`config.mk`:
```
export PLATFORM = sky130hd
export DESIGN_NAME = redmule_job_dispatcher_flat
export DESIGN_NICKNAME = d
export VERILOG_FILES = /design/src/rtl/redmule_pkg.sv /design/src/rtl/redmule_job_dispatcher_if.sv /design/src/rtl/redmule_periph_master_port.sv /design/src/rtl/redmule_job_dispatcher.sv /design/src/flat_wrapper.sv
export SDC_FILE = /design/constraint.sdc
export NUM_CORES = 1
export LEC_CHECK = 0
export ABC_AREA = 1
export CORE_ASPECT_RATIO = 2
export CORE_MARGIN = 10
export CORE_UTILIZATION = 51
export CTS_BUF_LIST = sky130_fd_sc_hd__clkbuf_16
export CTS_CLUSTER_SIZE = 16
export DETAILED_ROUTE_END_ITERATION = 8
export HOLD_SLACK_MARGIN = 0.03
export PLACE_DENSITY_LB_ADDON = 0.2
export SETUP_SLACK_MARGIN = 0.05
export SYNTH_ARGS = -nofsm -noshare
export SYNTH_HDL_FRONTEND = slang
export SYNTH_HIERARCHICAL = 1
export SYNTH_SLANG_ARGS = --single-unit
```
`constraint.sdc`:
```
create_clock -name clk_i -period 2.5 [get_ports clk_i]
set_input_delay 0.375 -clock clk_i [delete_from_list [all_inputs] [get_ports clk_i]]
set_output_delay 0.375 -clock clk_i [all_outputs]
set_load 0.02 [all_outputs]
```
`src/rtl/redmule_pkg.sv`:
```
// Shared definitions for the RedMulE job dispatcher: control-slave register
// offsets, dispatcher state encoding and the internal bus command record.
package redmule_pkg;

  localparam logic [31:0] REG_TRIGGER    = 32'h0000_0000;
  localparam logic [31:0] REG_ACQUIRE    = 32'h0000_0004;
  localparam logic [31:0] REG_SOFT_CLEAR = 32'h0000_0014;
  localparam logic [31:0] REG_REGFILE    = 32'h0000_0040;

  typedef enum logic [3:0] {
    ST_IDLE,
    ST_ACQ,
    ST_ACQ_RSP,
    ST_BACKOFF,
    ST_PROG,
    ST_TRIG,
    ST_WAIT_EVT,
    ST_DONE,
    ST_TMO_CLR
  } disp_state_e;

  typedef struct packed {
    logic        req;
    logic        wen;
    logic [31:0] add;
    logic [31:0] data;
  } periph_cmd_t;

endpackage

```
`src/rtl/redmule_job_dispatcher_if.sv`:
```
// HWPE peripheral control bus between the dispatcher (master) and the
// accelerator control slave.
interface redmule_job_dispatcher_if #(
  parameter int unsigned IdWidth = 8
) ();
  logic               req;
  logic               gnt;
  logic [31:0]        add;
  logic               wen;
  logic [3:0]         be;
  logic [31:0]        data;
  logic [IdWidth-1:0] id;
  logic               r_valid;
  logic [31:0]        r_data;
  logic [IdWidth-1:0] r_id;

  modport master (
    output req, add, wen, be, data, id,
    input  gnt, r_valid, r_data, r_id
  );

  modport slave (
    input  req, add, wen, be, data, id,
    output gnt, r_valid, r_data, r_id
  );
endinterface

```
`src/rtl/redmule_periph_master_port.sv`:
```
// Bus initiator front end: freezes the request once raised until it is
// granted, and only passes read responses tagged with ID 0.
module redmule_periph_master_port
  import redmule_pkg::*;
(
  input  logic                            clk_i,
  input  logic                            rst_ni,
  input  periph_cmd_t                     cmd_i,
  output logic                            gnt_o,
  output logic                            rsp_valid_o,
  output logic [31:0]                     rsp_data_o,
  redmule_job_dispatcher_if.master        periph
);

  logic        pend_q;
  periph_cmd_t hold_q;
  periph_cmd_t cur;

  // While stalled, the captured command is replayed regardless of upstream.
  assign cur = pend_q ? hold_q : cmd_i;

  assign periph.req  = cur.req;
  assign periph.add  = cur.add;
  assign periph.wen  = cur.wen;
  assign periph.data = cur.data;
  assign periph.be   = 4'hF;
  assign periph.id   = '0;

  assign gnt_o       = cur.req & periph.gnt;
  assign rsp_valid_o = periph.r_valid & (periph.r_id == '0);
  assign rsp_data_o  = periph.r_data;

  always_ff @(posedge clk_i or negedge rst_ni) begin
    if (!rst_ni) begin
      pend_q <= 1'b0;
      hold_q <= '0;
    end else if (cur.req && !periph.gnt) begin
      pend_q <= 1'b1;
      hold_q <= cur;
    end else begin
      pend_q <= 1'b0;
    end
  end

endmodule

```
`src/rtl/redmule_job_dispatcher.sv`:
```
// Offloads one RedMulE job: acquire a context, program the register file,
// trigger, and wait for the completion event. Optional event watchdog is
// enabled by defining REDMULE_DISPATCH_TIMEOUT_EN.
module redmule_job_dispatcher
  import redmule_pkg::*;
#(
  parameter logic [31:0] BaseAddr      = 32'h0000_0000,
  parameter int unsigned NumRegs       = 12,
  parameter int unsigned IdWidth       = 8,
  parameter int unsigned BackoffCycles = 4,
  parameter int unsigned TimeoutCycles = 65536
) (
  input  logic                     clk_i,
  input  logic                     rst_ni,
  input  logic                     clear_i,
  input  logic                     job_valid_i,
  output logic                     job_ready_o,
  input  logic [NumRegs*32-1:0]    job_regs_i,
  output logic                     job_done_o,
  output logic [IdWidth-1:0]       job_id_o,
  output logic                     busy_o,
  output logic                     timeout_o,
  input  logic                     evt_i,
  redmule_job_dispatcher_if.master periph
);

  localparam int unsigned    IdxW    = (NumRegs > 1) ? $clog2(NumRegs) : 1;
  localparam int unsigned    BoW     = $clog2(BackoffCycles + 1);
  localparam logic [IdxW-1:0] LastIdx = IdxW'(NumRegs - 1);
  localparam logic [BoW-1:0]  LastBo  = BoW'(BackoffCycles - 1);

  disp_state_e                 state_q, state_d;
  logic [NumRegs-1:0][31:0]    regs_q;
  logic [IdxW-1:0]             idx_q, idx_d;
  logic [BoW-1:0]              bo_cnt_q, bo_d;
  logic [IdWidth-1:0]          job_id_q;
  logic                        clr_pend_q, clr_any;
  logic                        accept, id_ld, tmo_fire;
  periph_cmd_t                 cmd;
  logic                        gnt, rsp_valid;
  logic [31:0]                 rsp_data;
  logic                        unused_rsp;

  redmule_periph_master_port i_port (
    .clk_i       ( clk_i     ),
    .rst_ni      ( rst_ni    ),
    .cmd_i       ( cmd       ),
    .gnt_o       ( gnt       ),
    .rsp_valid_o ( rsp_valid ),
    .rsp_data_o  ( rsp_data  ),
    .periph      ( periph    )
  );

  assign unused_rsp  = ^rsp_data;
  assign clr_any     = clear_i | clr_pend_q;
  assign job_ready_o = rst_ni & (state_q == ST_IDLE) & ~clear_i;
  assign busy_o      = (state_q != ST_IDLE);
  assign job_id_o    = job_id_q;
  assign timeout_o   = tmo_fire;

`ifdef REDMULE_DISPATCH_TIMEOUT_EN
  localparam int unsigned TmoW = $clog2(TimeoutCycles + 1);
  logic [TmoW-1:0] tmo_cnt_q;

  // Held at zero outside WAIT_EVT so every wait starts from a fresh count.
  always_ff @(posedge clk_i or negedge rst_ni) begin
    if (!rst_ni)                    tmo_cnt_q <= '0;
    else if (state_q != ST_WAIT_EVT) tmo_cnt_q <= '0;
    else                            tmo_cnt_q <= tmo_cnt_q + 1'b1;
  end
`else
  logic unused_tmo;
  assign unused_tmo = |TimeoutCycles;
`endif

  always_comb begin
    state_d    = state_q;
    idx_d      = idx_q;
    bo_d       = bo_cnt_q;
    cmd        = '0;
    accept     = 1'b0;
    id_ld      = 1'b0;
    tmo_fire   = 1'b0;
    job_done_o = 1'b0;
    unique case (state_q)
      ST_IDLE: begin
        if (!clear_i && job_valid_i) begin
          accept  = 1'b1;
          state_d = ST_ACQ;
        end
      end
      ST_ACQ: begin
        cmd.req = 1'b1;
        cmd.wen = 1'b1;
        cmd.add = BaseAddr + REG_ACQUIRE;
        if (gnt) state_d = clr_any ? ST_IDLE : ST_ACQ_RSP;
      end
      ST_ACQ_RSP: begin
        if (rsp_valid) begin
          if (clr_any) begin
            state_d = ST_IDLE;
          end else if (rsp_data[31]) begin
            bo_d    = '0;
            state_d = ST_BACKOFF;
          end else begin
            id_ld   = 1'b1;
            idx_d   = '0;
            state_d = ST_PROG;
          end
        end
      end
      ST_BACKOFF: begin
        if (clear_i)               state_d = ST_IDLE;
        else if (bo_cnt_q == LastBo) state_d = ST_ACQ;
        else                       bo_d = bo_cnt_q + 1'b1;
      end
      ST_PROG: begin
        cmd.req  = 1'b1;
        cmd.add  = BaseAddr + REG_REGFILE + {{(30-IdxW){1'b0}}, idx_q, 2'b00};
        cmd.data = regs_q[idx_q];
        if (gnt) begin
          if (clr_any)               state_d = ST_IDLE;
          else if (idx_q == LastIdx) state_d = ST_TRIG;
          else                       idx_d = idx_q + 1'b1;
        end
      end
      ST_TRIG: begin
        cmd.req = 1'b1;
        cmd.add = BaseAddr + REG_TRIGGER;
        if (gnt) state_d = clr_any ? ST_IDLE : ST_WAIT_EVT;
      end
      ST_WAIT_EVT: begin
        if (clear_i)    state_d = ST_IDLE;
        else if (evt_i) state_d = ST_DONE;
`ifdef REDMULE_DISPATCH_TIMEOUT_EN
        else if (tmo_cnt_q == TmoW'(TimeoutCycles)) begin
          tmo_fire = 1'b1;
          state_d  = ST_TMO_CLR;
        end
`endif
      end
      ST_DONE: begin
        job_done_o = ~clear_i;
        state_d    = ST_IDLE;
      end
`ifdef REDMULE_DISPATCH_TIMEOUT_EN
      ST_TMO_CLR: begin
        cmd.req = 1'b1;
        cmd.add = BaseAddr + REG_SOFT_CLEAR;
        if (gnt) state_d = ST_IDLE;
      end
`endif
      default: state_d = ST_IDLE;
    endcase
  end

  always_ff @(posedge clk_i or negedge rst_ni) begin
    if (!rst_ni) begin
      state_q    <= ST_IDLE;
      regs_q     <= '0;
      idx_q      <= '0;
      bo_cnt_q   <= '0;
      job_id_q   <= '0;
      clr_pend_q <= 1'b0;
    end else begin
      state_q    <= state_d;
      idx_q      <= idx_d;
      bo_cnt_q   <= bo_d;
      // A clear seen mid-transaction is held until the bus lets us leave.
      clr_pend_q <= (state_d == ST_IDLE) ? 1'b0 : (clr_pend_q | clear_i);
      if (id_ld)  job_id_q <= rsp_data[IdWidth-1:0];
      if (accept) regs_q   <= job_regs_i;
    end
  end

endmodule

```
`src/flat_wrapper.sv`:
```
// flat-port wrapper written by rule: the top's interface ports become plain ports
module redmule_job_dispatcher_flat import redmule_pkg::*;
#(
  parameter logic [31:0] BaseAddr      = 32'h0000_0000,
  parameter int unsigned NumRegs       = 12,
  parameter int unsigned IdWidth       = 8,
  parameter int unsigned BackoffCycles = 4,
  parameter int unsigned TimeoutCycles = 65536
)
  (clk_i, rst_ni, clear_i, job_valid_i, job_ready_o, job_regs_i, job_done_o, job_id_o, busy_o, timeout_o, evt_i, periph_req, periph_add, periph_wen, periph_be, periph_data, periph_id, periph_gnt, periph_r_valid, periph_r_data, periph_r_id);
  redmule_job_dispatcher_if #(.IdWidth(IdWidth)) periph_i ();
  input  logic clk_i;
  input  logic rst_ni;
  input  logic clear_i;
  input  logic job_valid_i;
  output logic job_ready_o;
  input  logic [NumRegs*32-1:0] job_regs_i;
  output logic job_done_o;
  output logic [IdWidth-1:0] job_id_o;
  output logic busy_o;
  output logic timeout_o;
  input  logic evt_i;
  output wire logic [$bits(periph_i.req)-1:0] periph_req;
  output wire logic [$bits(periph_i.add)-1:0] periph_add;
  output wire logic [$bits(periph_i.wen)-1:0] periph_wen;
  output wire logic [$bits(periph_i.be)-1:0] periph_be;
  output wire logic [$bits(periph_i.data)-1:0] periph_data;
  output wire logic [$bits(periph_i.id)-1:0] periph_id;
  input wire logic [$bits(periph_i.gnt)-1:0] periph_gnt;
  input wire logic [$bits(periph_i.r_valid)-1:0] periph_r_valid;
  input wire logic [$bits(periph_i.r_data)-1:0] periph_r_data;
  input wire logic [$bits(periph_i.r_id)-1:0] periph_r_id;
  assign periph_req = periph_i.req;
  assign periph_add = periph_i.add;
  assign periph_wen = periph_i.wen;
  assign periph_be = periph_i.be;
  assign periph_data = periph_i.data;
  assign periph_id = periph_i.id;
  assign periph_i.gnt = periph_gnt;
  assign periph_i.r_valid = periph_r_valid;
  assign periph_i.r_data = periph_r_data;
  assign periph_i.r_id = periph_r_id;
  redmule_job_dispatcher #(.BaseAddr(BaseAddr), .NumRegs(NumRegs), .IdWidth(IdWidth), .BackoffCycles(BackoffCycles), .TimeoutCycles(TimeoutCycles)) u_core (.clk_i(clk_i), .rst_ni(rst_ni), .clear_i(clear_i), .job_valid_i(job_valid_i), .job_ready_o(job_ready_o), .job_regs_i(job_regs_i), .job_done_o(job_done_o), .job_id_o(job_id_o), .busy_o(busy_o), .timeout_o(timeout_o), .evt_i(evt_i), .periph(periph_i));
endmodule
```
==> impl_metrics.py <==
metrics = {
    "timing": {
        "fin_crit_ns": 2.99,
        "hold_viol": 0,
        "setup_viol": 34,
        "skew_ns": 0.0185,
        "drv_slew": 0,
        "fmax_ghz": 0.334,
        "tightest_slew_ns": 0.993,
        "relSlewSlack": 0.338,
        "rsz0062_at_grt": "yes",
        "period_share": 1.20,
        "fin_ws_ns": -0.490,
    },
    "global_route": {
        "grt_pass1_vias": 20700,
        "grt_use_total": 0.310,
        "grt_pass1_wl_um": 129000,
        "grt-ovfl-total": 0,
        "antenna_found_initial": 13,
        "grt_start_max_net_pins": 169,
    },
    "routing": {
        "wl_per_cell_um": 25.2,
        "vias_per_cell": 5.66,
        "ant_nets": 0,
        "finalWirelength_um": 86900,
        "dr.pass1.iters": 8,
        "drc_errors": 0,
        "drt_iter0_markers": 1719,
        "vias": 19500,
    },
    "worst_setup_path": {
        "worst-r2r-setup-slack_ns": 0.15,
        "arrival_ns": 2.62,
        "cp_max_fo": 7,
        "critPathLaunchType": "flip-flop",
        "worstSetupEndpointType": "output port",
        "critPathRequiredTime_ns": 2.12,
        "crit_type": "flip-flop to output port",
    },
    "floorplan": {
        "dieArea_mm2": 0.0540,
        "core_area_mm2": 0.0442,
        "die_w_um": 169,
        "io_pins": 521,
        "core.rowCount": 109,
        "start_util": 0.516,
        "die_h_um": 319,
    },
    "placed_design": {
        "hpwl_um": 61600,
        "post-place-ws_ns": -0.354,
        "portBuffers": 484,
        "gp_congestion": 0.902,
    },
    "pwr": {
        "finalPower_w": 0.0202,
        "p_per_area_mw_per_mm2": 617,
        "vdd_drop_max_uv": 593,
        "power_leakage_nw": 14.7,
    },
    "clock_tree": {
        "cts_tree": "built",
        "cts_root_buf": "clkbuf_16",
        "clk_latency_ns": 0.56,
        "cts_buffers": 43,
        "cts_buffer_depth": 3,
        "numClockSinks": 471,
        "h-tree-depth": 2,
        "clkSlewWorstSetupHoldPaths_ns": 0.07,
    },
    "status": {
        "violations": "setup timing",
        "status": "finished with violations",
    },
    "yosys": {
        "synth.avg_cell_area_um2": 10.1,
        "yosysWarnings": 6,
        "synth_area_mm2": 0.0228,
        "syn_inst": 2264,
    },
    "flow_run": {
        "drv_cap": 0,
    },
    "layout": {
        "fillers": 3145,
        "layout-drive-gt1-share": 0.221,
        "nets": 3283,
        "final_util": 0.742,
        "areaGrowthSynthToFinish_pct": 44.0,
    },
    "worst_hold_path": {
        "holdCritPathClass": "primary input to flip-flop",
    },
}
-- cell usage in the layout (no fill, tap or decap), types with 3 or more instances in the layout --
cell type,count
mux2_4,50
nand2_4,3
clkdlybuf4s50_1,433
buf_16,21
clkinv_1,14
buf_12,58
nand2_2,47
clkbuf_16,46
buf_6,55
bufbuf_16,4
ha_1,3
o22ai_1,12
nand3_1,120
a21oi_2,31
diode_2,12
inv_6,3
nor2_4,20
nand3_4,6
buf_8,9
nor2_1,291
conb_1,41
nand2_1,343
o21ai_4,3
o21ai_2,22
nor2_2,38
bufinv_16,4
o21ai_0,97
nand3_2,46
o22ai_2,18
o22ai_4,4
mux2_1,300
buf_4,84
mux2_2,42
dlymetal6s2s_1,9
o21ai_1,78
dfrtp_1,467
clkinv_2,7
inv_1,24
-- registers in the layout (all words and copies together) (netlist names) --
name                  count
u_core/regs_q           384
u_core/i_port/pend_q      1
u_core/state_q            4
u_core/i_port/hold_q     66
u_core/job_id_o           8
u_core/idx_q              4
u_core/clr_pend_q         1
u_core/bo_cnt_q           3
-- area by class of cell --
| class | instances | area, um2 | area share |
|---|---|---|---|
| Tap cell | 555 | 694 | 0.0212 |
| Timing Repair Buffer | 681 | 7810 | 0.238 |
| Clock buffer | 43 | 1080 | 0.0328 |
| Antenna cell | 12 | 30.0 | 0.000915 |
| Inverter | 26 | 124 | 0.00378 |
| Sequential cell | 471 | 11800 | 0.360 |
| Multi-Input combinational cell | 1625 | 11000 | 0.335 |
| Timing Repair inverter | 1 | 11.3 | 0.000343 |
| Clock inverter | 35 | 278 | 0.00847 |
-- worst paths after layout --
| path | depth (start not counted) | from | endpoint |
|---|---|---|---|
| worst min-delay path | 2 | job_regs_i[245] | u_core/regs_q[245]$_DFFE_PN0P_ |
| worst max register to register | 16 | u_core/idx_q[0]$_DFFE_PN0P_ | u_core/i_port/hold_q[12]$_DFFE_PN0P_ |
| max in group asynchronous | 4 | rst_ni | u_core/i_port/hold_q[57]$_DFFE_PN0P_ |
| worst max-delay path | 12 | u_core/idx_q[0]$_DFFE_PN0P_ | periph_data[9] |
| worst min register to register | 2 | u_core/i_port/hold_q[45]$_DFFE_PN0P_ | u_core/i_port/hold_q[45]$_DFFE_PN0P_ |
| min in group asynchronous | 3 | rst_ni | u_core/regs_q[56]$_DFFE_PN0P_ |
-- metal layers --
layer | part of all wire | global-route usage | up-vias
met5 | 0.00023 | 0 | -
met4 | 0.065 | 0.181 | 4
met3 | 0.074 | 0.0715 | 208
met2 | 0.50 | 0.525 | 918
met1 | 0.36 | 0.348 | 9664
li1 | - | - | 8738
-- report_power, final --
group,internal [W],switching [W]
combinational,0.00199,0.00159
clock,0.00357,0.00303
sequential,0.00906,0.00100
total,0.0146,0.00562
-- critical path, cell delays in order, from the launching register on --
cell,delay [ns]
dfrtp_4,0.49
buf_12,0.17
inv_16,0.08
buf_16,0.14
buf_12,0.15
buf_8,0.14
nor2_4,0.04
o22ai_4,0.20
nand2_2,0.08
a21oi_2,0.17
nand2_1,0.10
nand2_2,0.13
buf_6,0.13
-- through the flow --
step | instance area, um2 | hold slack (ns) | TNS (ns) | std cells
4_1_cts | 32200 | 0.383 | -12.66 | 3425
3_3_place_gp | 28700 | 0.446 | -5.59 | 3283
3_5_place_dp | 28700 | 0.450 | -5.83 | 3283
2_1_floorplan | 22900 | 0.0794 | 0 | 2302
5_1_grt | 32800 | 0.394 | -15.21 | 3448
6_report | 32800 | 0.401 | -12.73 | 3449
-- repair_timing --
action	in CTS	in global routing
hold endpoints to repair	109	0
resized for setup	454	151
pin swaps	148	120
setup buffers	38	9
cloned	25	3
endpoints found under the setup margin	61	48
hold buffers	1	0
(Power assumes the default switching activity.)
